File: config.mk
export PLATFORM = sky130hd
export DESIGN_NAME = pc_fetch
export DESIGN_NICKNAME = d
export VERILOG_FILES = /design/src/rtl/pc_fetch.sv
export SDC_FILE = /design/constraint.sdc
export NUM_CORES = 1
export LEC_CHECK = 0
export ABC_AREA = 1
export BUFFER_PORTS_ARGS = -buffer_cell sky130_fd_sc_hd__buf_2
export CORE_ASPECT_RATIO = 1.1
export CORE_MARGIN = 1.5
export CORE_UTILIZATION = 61
export DETAILED_ROUTE_END_ITERATION = 10
export MAX_ROUTING_LAYER = met4
export PLACE_DENSITY_LB_ADDON = 0.2
export REMOVE_ABC_BUFFERS = 1
export SLEW_MARGIN = 20
export SYNTH_ARGS = -nofsm -noshare
export SYNTH_HDL_FRONTEND = slang
export SYNTH_SLANG_ARGS = --single-unit
File: constraint.sdc
create_clock -name clk -period 5.45 [get_ports clk]
set_clock_uncertainty 0.15 [all_clocks]
set_input_delay 1.09 -clock clk [delete_from_list [all_inputs] [get_ports clk]]
set_output_delay 1.09 -clock clk [all_outputs]
set_load 0.05 [all_outputs]
File: src/rtl/pc_fetch.sv
// Instruction fetch front end: keeps the fetch PC, issues single-outstanding
// ROM reads and queues returned words in a 2-entry FIFO whose head feeds IF_ID.
module pc_fetch #(
  parameter logic [31:0] RESET_PC = 32'h0000_0000
) (
  input  logic        clk,
  input  logic        reset,
  input  logic        locker,
  input  logic        redirect,
  input  logic [31:0] redirectAddr,
  output logic        romReq,
  output logic [31:0] romAddr,
  input  logic        romValid,
  input  logic [31:0] romData,
  output logic [31:0] addrOut,
  output logic [31:0] dataOut,
  output logic        validOut
);

  typedef enum logic [1:0] {IDLE, WAIT, DISCARD} state_t;

  state_t           state_q, state_d;
  logic [31:0]      pc_q, pc_d;
  logic [31:0]      req_addr_q, req_addr_d;
  logic [1:0]       cnt_q, cnt_d;
  logic [1:0][31:0] fifo_addr_q, fifo_addr_d;
  logic [1:0][31:0] fifo_data_q, fifo_data_d;

  logic        issue;
  logic        push;
  logic        pop;
  logic [31:0] tgt;

  // Low two bits of a redirect target are forced to word alignment.
  assign tgt = redirectAddr & ~32'h3;

  // Request/response sequencing; redirect always wins and kills any push.
  always_comb begin
    state_d    = state_q;
    pc_d       = pc_q;
    req_addr_d = req_addr_q;
    issue      = 1'b0;
    push       = 1'b0;
    case (state_q)
      IDLE: begin
        if (redirect) begin
          pc_d = tgt;
        end else if (cnt_q < 2'd2) begin
          // Only issue with a free slot so the response can always be pushed.
          issue      = 1'b1;
          req_addr_d = pc_q;
          pc_d       = pc_q + 32'd4;
          state_d    = WAIT;
        end
      end
      WAIT: begin
        if (redirect) begin
          pc_d    = tgt;
          // A response landing with the redirect is simply dropped.
          state_d = romValid ? IDLE : DISCARD;
        end else if (romValid) begin
          push    = 1'b1;
          state_d = IDLE;
        end
      end
      DISCARD: begin
        if (redirect) pc_d = tgt;
        if (romValid) state_d = IDLE;
      end
      default: state_d = IDLE;
    endcase
  end

  // Reset gating keeps the request strobe quiet while reset is held.
  assign romReq  = issue & reset;
  assign romAddr = romReq ? pc_q : 32'h0;

  assign validOut = |cnt_q;
  assign addrOut  = fifo_addr_q[0];
  assign dataOut  = fifo_data_q[0];
  assign pop      = validOut & locker;

  // Shift FIFO, head in slot 0; entries are never cleared so the head holds.
  always_comb begin
    fifo_addr_d = fifo_addr_q;
    fifo_data_d = fifo_data_q;
    cnt_d       = cnt_q;
    if (redirect) begin
      cnt_d = 2'd0;
    end else if (push && pop) begin
      if (cnt_q == 2'd2) begin
        fifo_addr_d[0] = fifo_addr_q[1];
        fifo_data_d[0] = fifo_data_q[1];
        fifo_addr_d[1] = req_addr_q;
        fifo_data_d[1] = romData;
      end else begin
        fifo_addr_d[0] = req_addr_q;
        fifo_data_d[0] = romData;
      end
    end else if (push) begin
      if (cnt_q == 2'd0) begin
        fifo_addr_d[0] = req_addr_q;
        fifo_data_d[0] = romData;
      end else begin
        fifo_addr_d[1] = req_addr_q;
        fifo_data_d[1] = romData;
      end
      cnt_d = cnt_q + 2'd1;
    end else if (pop) begin
      if (cnt_q == 2'd2) begin
        fifo_addr_d[0] = fifo_addr_q[1];
        fifo_data_d[0] = fifo_data_q[1];
      end
      cnt_d = cnt_q - 2'd1;
    end
  end

  // State registers; reset drops any outstanding request.
  always_ff @(posedge clk or negedge reset) begin
    if (!reset) begin
      state_q     <= IDLE;
      pc_q        <= RESET_PC;
      req_addr_q  <= 32'h0;
      cnt_q       <= 2'd0;
      fifo_addr_q <= '0;
      fifo_data_q <= '0;
    end else begin
      state_q     <= state_d;
      pc_q        <= pc_d;
      req_addr_q  <= req_addr_d;
      cnt_q       <= cnt_d;
      fifo_addr_q <= fifo_addr_d;
      fifo_data_q <= fifo_data_d;
    end
  end

endmodule
Word level (Yosys, flattened, before mapping)
Index checks and enable logic that the tools add are counted.
{ "word_totals": {"register_bits": 196, "in_bits": 69, "output_inout_bits": 98, "wordCells": 81} }
{ "op_classes": {"addsub": 3, "n_lt_le_gt_ge": 1, "eq_ne": 11, "n_mux": 39, "n_bitwise": 3, "n_reduce_logical": 16} }
{ "ops": {"columns": ["op", "n"], "rows": [
  ["$mux W32", 20],
  ["$mux W64", 2],
  ["$pmux W32 S2", 1],
  ["$add A32 B3 Y32 const B", 1],
  ["$mux W2", 9],
  ["$reduce_bool A3 Y1", 3],
  ["$ne A2 B2 Y1 const B", 4],
  ["$reduce_and A4 Y1", 2],
  ["$mux W1", 6],
  ["$pmux W2 S3", 1],
  ["$reduce_and A3 Y1", 2],
  ["$eq A2 B2 Y1 const B", 2],
  ["$logic_not A2 Y1", 2],
  ["$ne A2 B1 Y1 const B", 2],
  ["$reduce_and A2 Y1", 2],
  ["$reduce_bool A2 Y1", 2],
  ["$reduce_or A2 Y1", 2],
  ["$ne A3 B1 Y1 const B", 1],
  ["$ne A3 B3 Y1 const B", 1],
  ["$add A2 B1 Y2 const B", 1],
  ["$and A1 B1 Y1", 2],
  ["$eq A2 B1 Y1 const B", 1],
  ["$lt A2 B2 Y1 const B", 1],
  ["$sub A2 B1 Y2 const B", 1],
  ["other kinds (2)", 2]
]} }

Logic depth before layout (Yosys ltp)
{ "depth": {"word_depth": 6, "mapped_depth": 11, "ltp_nobuf": 10} }

Worst setup path after synthesis
Ideal clock, no wire load.
{ "synth_path": {"path_type": "input to output", "startpoint": "in redirect", "endpoint": "out romAddr[22]", "arrival_time_ns": 2.586, "t_required_ns": 4.210, "setup_slack_ns": 1.624, "cell_stages": 4, "path_buffers": 1, "cell_sequence": "nor3b_1 nand2_1 clkbuf_1 nor2_1"} }
{ "synth_via": {"elab_chain_len": 4} }
{ "synth_rtl": {"columns": ["item", "line", "source"], "rows": [
  ["start: declaration", "9", "input logic redirect,"],
  ["$mux W1", "46", "if (redirect) begin"],
  ["$mux W1", "44", "case (state_q)"],
  ["$and A1 B1 Y1", "75", "assign romReq = issue & reset;"],
  ["$mux W32", "76", "assign romAddr = romReq ? pc_q : 32'h0;"],
  ["end: declaration", "12", "output logic [31:0] romAddr,"]
]} }
Every way passes these cells.

Worst setup path after layout
{ "layout_path": {"startpoint": "in reset", "endpoint": "out romAddr[17]"} }
{ "layout_via": {"elab_chain_len": 2} }
{ "layout_rtl": {"columns": ["item", "line", "source"], "rows": [
  ["start: declaration", "7", "input logic reset,"],
  ["$and A1 B1 Y1", "75", null],
  ["$mux W32", "76", null]
]} }
Every way passes these cells.

==> impl_metrics.env <==
export IMPL_status="finished, final reports clean"
export IMPL_max_cap_violations=0
export IMPL_drt_pass1_iterations=5
export IMPL_leakage_nw=5.843
export IMPL_grt_max_degree=93
export IMPL_path_clk_slew_ps=60
export IMPL_placed_area_um2=10540
export IMPL_io_pins=167
export IMPL_end_kind="output pin"
export IMPL_detail_route_vias_per_cell=5.378
export IMPL_numCtsBuffers=17
export IMPL_utilization=0.6836
export IMPL_critPathKind="in2out"
export IMPL_start_util=0.6209
export IMPL_synthArstFlopShare=1.000
export IMPL_diodes=0
export IMPL_num_vias=8750
export IMPL_grt_first_pass_wirelength_um=37460
export IMPL_stdcell_area_um2=11110
export IMPL_num_rows=49
export IMPL_peakVddDrop_uv=324.1
export IMPL_min_path_type="reg2reg"
export IMPL_synth_cells=1352
export IMPL_port_buffers=160
export IMPL_synthFlopType="dfrtp_1"
export IMPL_route_detailed_drc=0
export IMPL_drt_iter0_drc=781
export IMPL_gp_congestion=0.8877
export IMPL_layout_drive_gt1_share=0.1750
export IMPL_cts_sinks=188
export IMPL_period_needed_ps=3838
export IMPL_worstSetupStartpointType="input port"
export IMPL_grt_ovfl_total=0
export IMPL_layout_common_cells="497 x nand2_1, 188 x dfrtp_1, 159 x buf_2"
export IMPL_fin_crit_sh=0.7042
export IMPL_die_area_um2=17320
export IMPL_synth_edf_count=0
export IMPL_critPathMaxFanout=69
export IMPL_setup_viol=0
export IMPL_powerDensity_nw_per_um2=599.4
export IMPL_clockRootBuffer="clkbuf_16"
export IMPL_cp_arrival_ps=2600
export IMPL_area_growth_pct=10.10
export IMPL_dp_hpwl_um=14730
export IMPL_final_common_cell="nand2_1"
export IMPL_die_h_um=137.9
export IMPL_crit_required_ps=4210
export IMPL_max_slew_margin_rel=0.3279
export IMPL_max_freq_ghz=0.2606
export IMPL_synthesis_area_um2=10090
export IMPL_hold_viol=0
export IMPL_cts_tree="done"
export IMPL_core_area_um2=16250
export IMPL_grt_setup_unrepaired="false"
export IMPL_postCtsHoldBufs=0
export IMPL_ys_warn_count=0
export IMPL_antenna_found_initial=0
export IMPL_num_nets_final=1486
export IMPL_cts_setup_buffers=0
export IMPL_ant_nets=0
export IMPL_cts_resized_gates=0
export IMPL_wl_um=22890
export IMPL_yosysSeqAreaShare=0.4663
export IMPL_grt_pass1_vias=7816
export IMPL_insertion_delay_ps=430
export IMPL_syn_area_per_cell_um2=7.462
export IMPL_worst_pin_slew_ps=1008
export IMPL_slew_viol_final=0
export IMPL_synth_seq_cells=188
export IMPL_avgRoutedWirePerCell_um=14.07
export IMPL_synth_distinct_cells=27
export IMPL_die_width_um=125.6
export IMPL_h_tree_depth=4
export IMPL_cts_buffer_depth=2
export IMPL_grtUsageTotal=0.2748
cells in the mapped netlist (all sizes together), types with 4 or more instances:
cell	count	area share
nor2	116	0.043
nand3	100	0.050
ha	5	0.0062
clkbuf	40	0.015
a21oi	12	0.0063
mux2	32	0.036
dfrtp	188	0.47
o22ai	6	0.0037
a22oi	4	0.0030
nand4	35	0.022
inv	90	0.033
xor2	4	0.0035
buf	94	0.063
o21ai	121	0.060
nand2	500	0.19
kinds of logic after synthesis:
logic type / after synthesis / synth area share
other: 1 / 0.0003717
XOR/XNOR: 4 / 0.003472
adder cells (fa/ha/maj): 5 / 0.006201
AND/OR/NAND/NOR: 754 / 0.3031
flip-flops: 188 / 0.4663
AO/OA/AOI/OAI: 144 / 0.07367
multiplexers: 32 / 0.03572
buffers and inverters: 224 / 0.1111
report_power, final:
part / switching, mW / total (mW) / internal, mW / leakage, nW
logic: 2.15 / 3.02 / 0.871 / 3.19
clock network: 0.519 / 1.20 / 0.684 / 0.265
registers: 0.421 / 2.44 / 2.01 / 2.39
total: 3.09 / 6.66 / 3.57 / 5.84
metal layers:
layer / up-vias / global-route usage / share of wire
met5: - / - / 0
met4: 0 / 0.07513 / 0.012
met1: 4080 / 0.3667 / 0.45
li1: 4349 / - / -
met3: 25 / 0.04475 / 0.063
met2: 296 / 0.4417 / 0.47
layout make-up:
class / count / area, um2
clock buffer: 20 / 446.7
tap: 204 / 255.2
sequential: 188 / 4705
clock inverter: 10 / 117.6
multi-input combinational: 943 / 4333
fill: 1372 / 5140
inverter: 90 / 337.8
timing repair buffer: 172 / 912.1
worst max-delay path: stages:
cell and delay [ps]:
clkbuf_8 440, nand2_2 490, nor2_1 240, buf_2 290
path summary, 6_finish.rpt:
| check | cells past startpoint | slack, ps | from | to |
|---|---|---|---|---|
| max | 4 | 1610 | reset | romAddr[17] |
| min | 2 | 320 | dataOut[1] | dataOut[1] |
| max reg2reg | 7 | 2190 | cnt_q[1] | fifo_data_q[32] |
| min reg2reg | 2 | 320 | dataOut[1] | dataOut[1] |
| max in group asynchronous | 2 | 3380 | reset | addrOut[12] |
| min in group asynchronous | 1 | 510 | reset | dataOut[30] |
through the flow:
step	total power, mW	instances	hold slack [ps]	worst slack [ps]	TNS (ps)
2_1_floorplan	4.652	1221	303.4	-2231	-73490
3_3_place_gp	5.377	1597	306.6	1282	0
3_5_place_dp	5.464	1597	309.8	1201	0
4_1_cts	6.695	1627	326.8	1186	0
5_1_grt	7.162	1627	343.9	1387	0
6_report	6.658	1627	319.8	1612	0
registers in the layout (all words and copies together), names as in the netlist:
signal       cells
addrOut         30
fifo_data_q     32
cnt_q            2
fifo_addr_q     30
pc_q            30
state_q          2
dataOut         32
req_addr_q      30
Power figures use the tool's default switching activity.
